`src/rtl/uart_pkg.sv`:
```
// Shared UART constants and receiver state encoding.
// Imported by the receiver and any future UART blocks.
package uart_pkg;

    localparam int UART_CLKS_PER_BIT_DEFAULT = 868;
    localparam int UART_DATA_BITS            = 8;

    typedef enum logic [2:0] {
        IDLE,
        START,
        DATA,
        PARITY,
        STOP,
        WAIT_HIGH
    } uart_rx_state_t;

endpackage

```
`src/rtl/uart_sync2.sv`:
```
// Two-flop synchronizer for an asynchronous single-bit input.
// Latency: 2 clk. No backpressure; RST_VAL is the value held through reset.
module uart_sync2 #(
    parameter logic RST_VAL = 1'b1
) (
    input  logic clk,
    input  logic rst,
    input  logic d,
    output logic q
);

    logic meta;

    always_ff @(posedge clk) begin
        if (rst) begin
            meta <= RST_VAL;
            q    <= RST_VAL;
        end else begin
            meta <= d;
            q    <= meta;
        end
    end

endmodule

```
`src/rtl/uart_rx.sv`:
```
// 8N1 UART receiver (8E1 with UART_RX_PARITY_EN) into a one-entry valid/ready holding register.
// Latency: 2 + CLKS_PER_BIT/2 + 9*CLKS_PER_BIT + 1 clk from rx_i falling to rx_valid_o (+CLKS_PER_BIT with parity).
// Backpressure: a byte completing while the holding register is full and not consumed is dropped and overrun_o pulses.
module uart_rx
    import uart_pkg::*;
#(
    parameter int CLKS_PER_BIT = UART_CLKS_PER_BIT_DEFAULT
) (
    input  logic                      clk,
    input  logic                      rst,
    input  logic                      rx_i,
    output logic [UART_DATA_BITS-1:0] rx_data_o,
    output logic                      rx_valid_o,
    input  logic                      rx_ready_i,
    output logic                      busy_o,
    output logic                      frame_err_o,
    output logic                      parity_err_o,
    output logic                      overrun_o
);

    localparam int CW = $clog2(CLKS_PER_BIT);
    localparam logic [CW-1:0] CNT_BIT  = CW'(CLKS_PER_BIT - 1);
    localparam logic [CW-1:0] CNT_HALF = CW'(CLKS_PER_BIT / 2 - 1);
    localparam logic [2:0]    LAST_BIT = 3'(UART_DATA_BITS - 1);

    uart_rx_state_t            state_q, state_d;
    logic [CW-1:0]             cnt_q;
    logic [2:0]                bit_idx_q;
    logic [UART_DATA_BITS-1:0] shift_q;
    logic [UART_DATA_BITS-1:0] data_q;
    logic                      valid_q;
    logic                      ferr_q;
    logic                      ovr_q;
    logic                      rx_s;
    logic                      cnt_clr;
    logic                      cnt_done;
    logic                      sample_data;
    logic                      commit;
    logic                      ferr_set;
    logic                      consume;

    uart_sync2 #(
        .RST_VAL (1'b1)
    ) u_sync (
        .clk (clk),
        .rst (rst),
        .d   (rx_i),
        .q   (rx_s)
    );

    assign cnt_done = (cnt_q == CNT_BIT);
    assign consume  = valid_q && rx_ready_i;

`ifdef UART_RX_PARITY_EN
    logic par_q;
    logic par_sample;
    logic perr_set;
    logic perr_q;
    logic par_bad;

    // Even parity: data bits plus parity bit must XOR to zero.
    assign par_bad = ^{shift_q, par_q};
`endif

    always_comb begin
        state_d     = state_q;
        cnt_clr     = 1'b0;
        sample_data = 1'b0;
        commit      = 1'b0;
        ferr_set    = 1'b0;
`ifdef UART_RX_PARITY_EN
        par_sample  = 1'b0;
        perr_set    = 1'b0;
`endif
        case (state_q)
            IDLE: begin
                cnt_clr = 1'b1;
                if (!rx_s) state_d = START;
            end
            START: begin
                if (cnt_q == CNT_HALF) begin
                    cnt_clr = 1'b1;
                    state_d = rx_s ? IDLE : DATA;
                end
            end
            DATA: begin
                if (cnt_done) begin
                    cnt_clr     = 1'b1;
                    sample_data = 1'b1;
                    if (bit_idx_q == LAST_BIT) begin
`ifdef UART_RX_PARITY_EN
                        state_d = PARITY;
`else
                        state_d = STOP;
`endif
                    end
                end
            end
`ifdef UART_RX_PARITY_EN
            PARITY: begin
                if (cnt_done) begin
                    cnt_clr    = 1'b1;
                    par_sample = 1'b1;
                    state_d    = STOP;
                end
            end
`endif
            STOP: begin
                if (cnt_done) begin
                    cnt_clr = 1'b1;
                    if (!rx_s) begin
                        ferr_set = 1'b1;
                        state_d  = WAIT_HIGH;
                    end
`ifdef UART_RX_PARITY_EN
                    else if (par_bad) begin
                        perr_set = 1'b1;
                        state_d  = IDLE;
                    end
`endif
                    else begin
                        commit  = 1'b1;
                        state_d = IDLE;
                    end
                end
            end
            WAIT_HIGH: begin
                cnt_clr = 1'b1;
                if (rx_s) state_d = IDLE;
            end
            default: begin
                cnt_clr = 1'b1;
                state_d = IDLE;
            end
        endcase
    end

    always_ff @(posedge clk) begin
        if (rst) state_q <= IDLE;
        else     state_q <= state_d;
    end

    always_ff @(posedge clk) begin
        if (rst) begin
            cnt_q     <= '0;
            bit_idx_q <= '0;
            shift_q   <= '0;
            data_q    <= '0;
            valid_q   <= 1'b0;
            ferr_q    <= 1'b0;
            ovr_q     <= 1'b0;
        end else begin
            cnt_q <= cnt_clr ? '0 : cnt_q + CW'(1);
            if (state_q != DATA)  bit_idx_q <= '0;
            else if (sample_data) bit_idx_q <= bit_idx_q + 3'd1;
            if (sample_data) shift_q <= {rx_s, shift_q[UART_DATA_BITS-1:1]};
            ferr_q <= ferr_set;
            ovr_q  <= commit && valid_q && !rx_ready_i;
            // A commit wins over a simultaneous consume so the register stays full.
            if (commit && (!valid_q || rx_ready_i)) begin
                data_q  <= shift_q;
                valid_q <= 1'b1;
            end else if (consume) begin
                valid_q <= 1'b0;
            end
        end
    end

`ifdef UART_RX_PARITY_EN
    always_ff @(posedge clk) begin
        if (rst) begin
            par_q  <= 1'b0;
            perr_q <= 1'b0;
        end else begin
            if (par_sample) par_q <= rx_s;
            perr_q <= perr_set;
        end
    end

    assign parity_err_o = perr_q;
`else
    assign parity_err_o = 1'b0;
`endif

    assign rx_data_o   = data_q;
    assign rx_valid_o  = valid_q;
    assign busy_o      = (state_q != IDLE);
    assign frame_err_o = ferr_q;
    assign overrun_o   = ovr_q;

endmodule

```
`config.mk`:
```
export PLATFORM = sky130hd
export DESIGN_NAME = uart_rx
export DESIGN_NICKNAME = d
export VERILOG_FILES = /design/src/rtl/uart_pkg.sv /design/src/rtl/uart_sync2.sv /design/src/rtl/uart_rx.sv
export SDC_FILE = /design/constraint.sdc
export NUM_CORES = 1
export LEC_CHECK = 0
export ABC_CLOCK_PERIOD_IN_PS = 4800
export CAP_MARGIN = 10
export CORE_UTILIZATION = 59
export DETAILED_ROUTE_END_ITERATION = 6
export PLACE_DENSITY_LB_ADDON = 0.15
export SYNTH_ARGS = -nofsm -noshare
export SYNTH_HDL_FRONTEND = slang
export SYNTH_SLANG_ARGS = --single-unit
```
`constraint.sdc`:
```
create_clock -name clk -period 4.8 [get_ports clk]
set_input_delay 1.2 -clock clk [delete_from_list [all_inputs] [get_ports clk]]
set_output_delay 1.2 -clock clk [all_outputs]
set_load 0.01 [all_outputs]
```
### Yosys cells after proc, flatten, opt, wreduce, memory -nomap -nowiden

Index checks and enable logic that the tools add are counted.

| word-level totals | value |
|---|---|
| flip-flop bits (word level) | 37 |
| output and inout bits | 13 |
| word-level logic and storage cells | 62 |
| input port bits | 4 |

| cells by class | value |
|---|---|
| mux-type cells | 19 |
| eq/ne operators | 14 |
| reduce and logical (&&, ||, !) cells | 15 |
| bitwise logic cells | 2 |
| $add $sub $neg | 2 |

Operators with widths:

| operator | count |
|---|---|
| 3-bit 2-to-1 mux | 7 |
| 3-bit case mux with 5 select lines | 1 |
| 10-bit by 1-bit adder with 10-bit output, second input constant | 1 |
| 10-bit equality test, second input constant | 1 |
| 10-bit by 9-bit equality test with 1-bit output, second input constant | 1 |
| 2-bit inequality test, second input constant | 5 |
| 3-bit equality test, second input constant | 3 |
| 1-bit 2-to-1 mux | 9 |
| 6-bit AND reduction | 1 |
| 2-bit OR reduction | 3 |
| 1-bit logical AND | 4 |
| 3-bit by 1-bit adder with 3-bit output, second input constant | 1 |
| 3-bit by 1-bit equality test with 1-bit output, second input constant | 1 |
| 3-bit by 2-bit equality test with 1-bit output, second input constant | 1 |
| 3-bit logical NOT | 1 |
| 3-bit by 2-bit inequality test with 1-bit output, second input constant | 1 |
| 3-bit nonzero test | 1 |
| 3-bit OR reduction | 1 |
| 1-bit logical NOT | 2 |
| 2-bit 2-to-1 mux | 1 |
| 2-bit by 1-bit inequality test with 1-bit output, second input constant | 1 |
| 1-bit inverter | 2 |
| 1-bit case mux with 2 select lines | 1 |
| 2-bit nonzero test | 1 |
| 1-bit logical OR | 1 |

### Depth between registers and ports, before layout

| depth | value |
|---|---|
| depth in word-level cells | 5 |
| depth in mapped cells | 7 |
| depth with buffers taken out | 6 |

### Hierarchy

Synthesis repeated with hierarchy kept, for this count alone.

| unflattened totals | value |
|---|---|
| cells, all modules | 178 |
| area total of the unflattened synthesis | 1764.2 um^2 |

Modules (own cells, without submodules):

| module | area each (um^2) | sequential area each (um^2) | instances | cells an instance |
|---|---|---|---|---|
| uart_rx | 1711.6 | 700.7 | 1 | 174 |
| uart_sync2 | 52.6 | 40.0 | 1 | 4 |

### Worst setup path before layout

No wires, ideal clock.

| timing path | value |
|---|---|
| kind | input to register |
| start | in rst |
| end | reg cnt_q[6] |
| stages | 6 |
| path slack | 2393 ps |
| arrival time | 2343 ps |
| buffers on the path | 2 |
| path through | buf_6 -> or4b_1 -> o31a_1 -> a221o_1 -> buf_6 -> nor2_1 |

| on the way | value |
|---|---|
| longest elaborated chain between the ends | 1 |

RTL lines:

| element | line | text |
|---|---|---|
| from (decl) | uart_rx.sv:10 | `input logic rst,` |
| 2-bit OR reduction (no line) | n/a |  |
| to (signal assigned) | uart_rx.sv:153 | `cnt_q <= cnt_clr ? '0 : cnt_q + CW'(1);` |
| to (decl) | uart_rx.sv:27 | `logic [CW-1:0] cnt_q;` |

Every way passes these cells.
A chain may end at the register's enable or synchronous reset.

### Final worst setup path

| timing path | value |
|---|---|
| start | in rst |
| end | reg cnt_q[0] |

Same word-level chain as after synthesis.

==> run summary <==
The run finished with clean final reports. The critical path arrival came out at roughly 3.3 ns. The final layout net count came out at around 180. The signed area change from the synthesized netlist to the final layout is 10.4%. The number of search-and-repair iterations in the first detailed-routing pass came out at 4.

The largest clock skew in the final design is approximately 0.0095 ns. Setup repair after global routing left no endpoint under its margin. Measured along the x axis, the die boundary spans between 50 and 60 microns.

TritonCTS built the clock tree. Among all flip-flop cells after synthesis, the most frequent one is sky130_fd_sc_hd__dfxtp_1. Derived from the worst setup path, the maximum achievable clock frequency is between 300 and 400 MHz. The global router's overall resource usage is between 20% and 30%. Of all flip-flops after synthesis, the portion carrying an async set or reset was 0%. The netlist area before placement came out at roughly 1700 sq um. The Yosys warning count came out at 0. The count of flip-flops with a built-in enable after synthesis is 0. The TritonCTS sink count is 37.

The clock-pin slew on the worst setup and hold paths is 0.10 ns. The average cell area after synthesis came out at about 10 sq um. The wire length per cell after detailed routing is about 15 microns.

The number of top-level pins came out at 17. The initial antenna violation count came out at 0. The half-perimeter wire length after placement came out at roughly 2100 microns. 0 antenna diodes ended up in the layout. The total power per unit cell area is 262 nW/um^2. Across all register-to-register paths, the minimum setup slack is around 2.0 ns. The final hold violation count came out at 0. In the synthesized netlist, the number of instances is 166.

The H-tree depth came out at 2. The number of remaining DRC errors came out at 0. The most numerous cell in the Yosys netlist is sky130_fd_sc_hd__dfxtp_1. The layout cell share with drive strength beyond 1 came out at around 7.4%. The clock period minus final worst setup slack is just over 3 ns. The slack of the critical path is between 1.5 and 2 ns. The unique cell type count in the Yosys netlist is 43. The worst vdd rail ir drop is between 0.2 and 0.25 mV. The area of the placeable core is 2570 sq um.

The chip height came out at roughly 55 microns. The maximum net fanout on the critical path is 28. Sequential elements use between 40% and 50% of the synthesized area. The wire length of the first global-routing pass came out at between 5000 and 6000 microns. The pin count of the biggest net entering global routing came out at 29. The number of max-cap violations came out at 0. The part of the cycle the worst path needs came out at about 64%.

The slew at the pin closest to its max-slew limit is between 1 and 1.5 ns. Traced cell by cell, the critical path runs through clkdlybuf4s50_1, or4b_1, o31a_1, a221o_1, nor2_1. The number of post-CTS setup repair buffers came out at 0. The register bit total from synthesis is 37. Before CTS, the worst setup slack after placement is 1.40 ns. The clock reaches the later pin of the worst-skew pair after approximately 0.34 ns. The delay contributed by the slowest stage of the critical path came out at 0.82 ns. The fraction of synthesized cell area taken by the top area cell type came out at roughly 44%. The initial utilization of the core area, before any placement, comes to between 60% and 70%. The number of gates resized after cts came out at 0.

The final estimated routing congestion in global placement came out at ~0.8. The number of buffers created by CTS came out at 5. The worst-case headroom to the max-slew limit is 26.9%. The number of nets in the synthesized netlist came out at around 170.

Yosys attributes the largest share of cell area to sky130_fd_sc_hd__dfxtp_1 (44%), sky130_fd_sc_hd__mux2i_1 (11%), sky130_fd_sc_hd__nand2b_1 (6.7%). The worst setup path is launched from an input port. The die covers just over 3000 sq um. The worst hold path belongs to the class register to register.

The quantity of I/O buffers inserted on ports is 15. The number of standard-cell rows in the floorplan is 18. For this run the aggregate overflow at the end of global routing stands at 0. The number of buffers on the longest clock path came out at 2.

The tree is rooted in a sky130_fd_sc_hd__clkbuf_4. The required time reported for the critical path endpoint came out at ~5 ns. The number of global-route vias before repair is ~1,100. The biggest area contributor in the post-synthesis netlist is sky130_fd_sc_hd__dfxtp_1.

The worst setup path is captured at a register. The number of buffers inserted for hold repair after clock tree synthesis came out at 0. The via density per instance is 5.84.

The classification of the worst setup path is input port to register. The final antenna-violating net count is 0. The leakage component of the power is around 0.75 nW. Counting instances in the post-synthesis netlist gives the leading cell types as sky130_fd_sc_hd__dfxtp_1 (37), sky130_fd_sc_hd__nor2_1 (19), sky130_fd_sc_hd__mux2i_1 (18), sky130_fd_sc_hd__nand2b_1 (18), sky130_fd_sc_hd__xor2_1 (7). The number of slew-limit violations in the final report is 0. The count of routing violations after the opening detailed-route iteration came out at 26. For this block, the via count after detailed routing is around 1,200. The largest individual stage delay along the critical path comes from the cell sky130_fd_sc_hd__clkdlybuf4s50_1.

Wires add up to roughly 3000 microns. The total negative slack came out at 0 ns. The final setup violation count is 0.
==> registers in the layout, summed over array words and instances, names as in the netlist <==
signal       cells
bit_idx_q        3
cnt_q           10
frame_err_o      1
overrun_o        1
rx_data_o        8
rx_valid_o       1
shift_q          8
state_q          3
u_sync.meta      1
u_sync.q         1
==> per-stage QoR <==
stage | utilization, % | cell area, sq um | std cells | total power (W) | hold slack [ns]
after global routing | 71.9 | 1850 | 206 | 0.000503 | 0.433
final | 71.9 | 1850 | 206 | 0.000484 | 0.404
after global placement | 69.7 | 1790 | 199 | 0.000326 | 0.393
after CTS | 71.9 | 1850 | 206 | 0.000487 | 0.410
after floorplan | - | 1670 | 166 | 0.000324 | 0.389
after detailed placement | 69.7 | 1790 | 199 | 0.000326 | 0.394
==> worst paths after layout <==
path,from,endpoint,depth (start not counted)
max reg2reg,cnt_q[8],bit_idx_q[2],4
max,rst,cnt_q[0],5
min,u_sync.meta,u_sync.q,1
min reg2reg,u_sync.meta,u_sync.q,1
==> placed cells by master (no fill, tap or decap), drive strengths merged, types with 2 or more instances in the layout <==
cell            n
nand2b         18
nand3           6
ha              4
a21oi           2
or2             2
mux2i          18
o21ai           2
nor2           19
dfxtp          37
and3            3
and2            2
clkdlybuf4s50  15
xor2            7
nand4           5
nand2           2
a311oi          2
nor4bb          3
clkbuf          7
xnor2           3
and4bb          2
==> critical path: cells and delay by family <==
kind,cells,cell delay [ns]
AOI/OAI and AO/OA,2,0.53
buffers and inverters,1,0.82
and+or+nand+nor,2,0.79
==> report_power, final <==
group          switching, W  internal [W]
logic            0.00000441    0.00000590
registers        0.00000125      0.000308
clock network     0.0000952     0.0000691
total              0.000101      0.000383
==> layout make-up <==
cell class,instances,area [sq um]
timing repair buffer,15,150
multi-input combinational,116,858
fill,198,722
sequential,37,741
clock buffer,7,55.1
tap,30,37.5
inverter,1,3.75
==> routing by layer <==
metal  GRT usage (%)  wire (microns)  up-vias
li1                -               -      604
met1            27.7            1400      552
met2            32.4            1360       40
met3            5.15             166        7
met4            15.0              61        0
met5               0               0        -
==> cells by family after synthesis <==
| logic type | share of synthesized area, % |
|---|---|
| AO/OA/AOI/OAI | 5.46 |
| XOR/XNOR | 5.24 |
| adder cells (fa/ha/maj) | 2.99 |
| buffers and inverters | 4.34 |
| flip-flops | 44.3 |
| multiplexers | 10.8 |
| other | 0.224 |
| AND/OR/NAND/NOR | 26.6 |
Power figures use the tool's default switching activity.
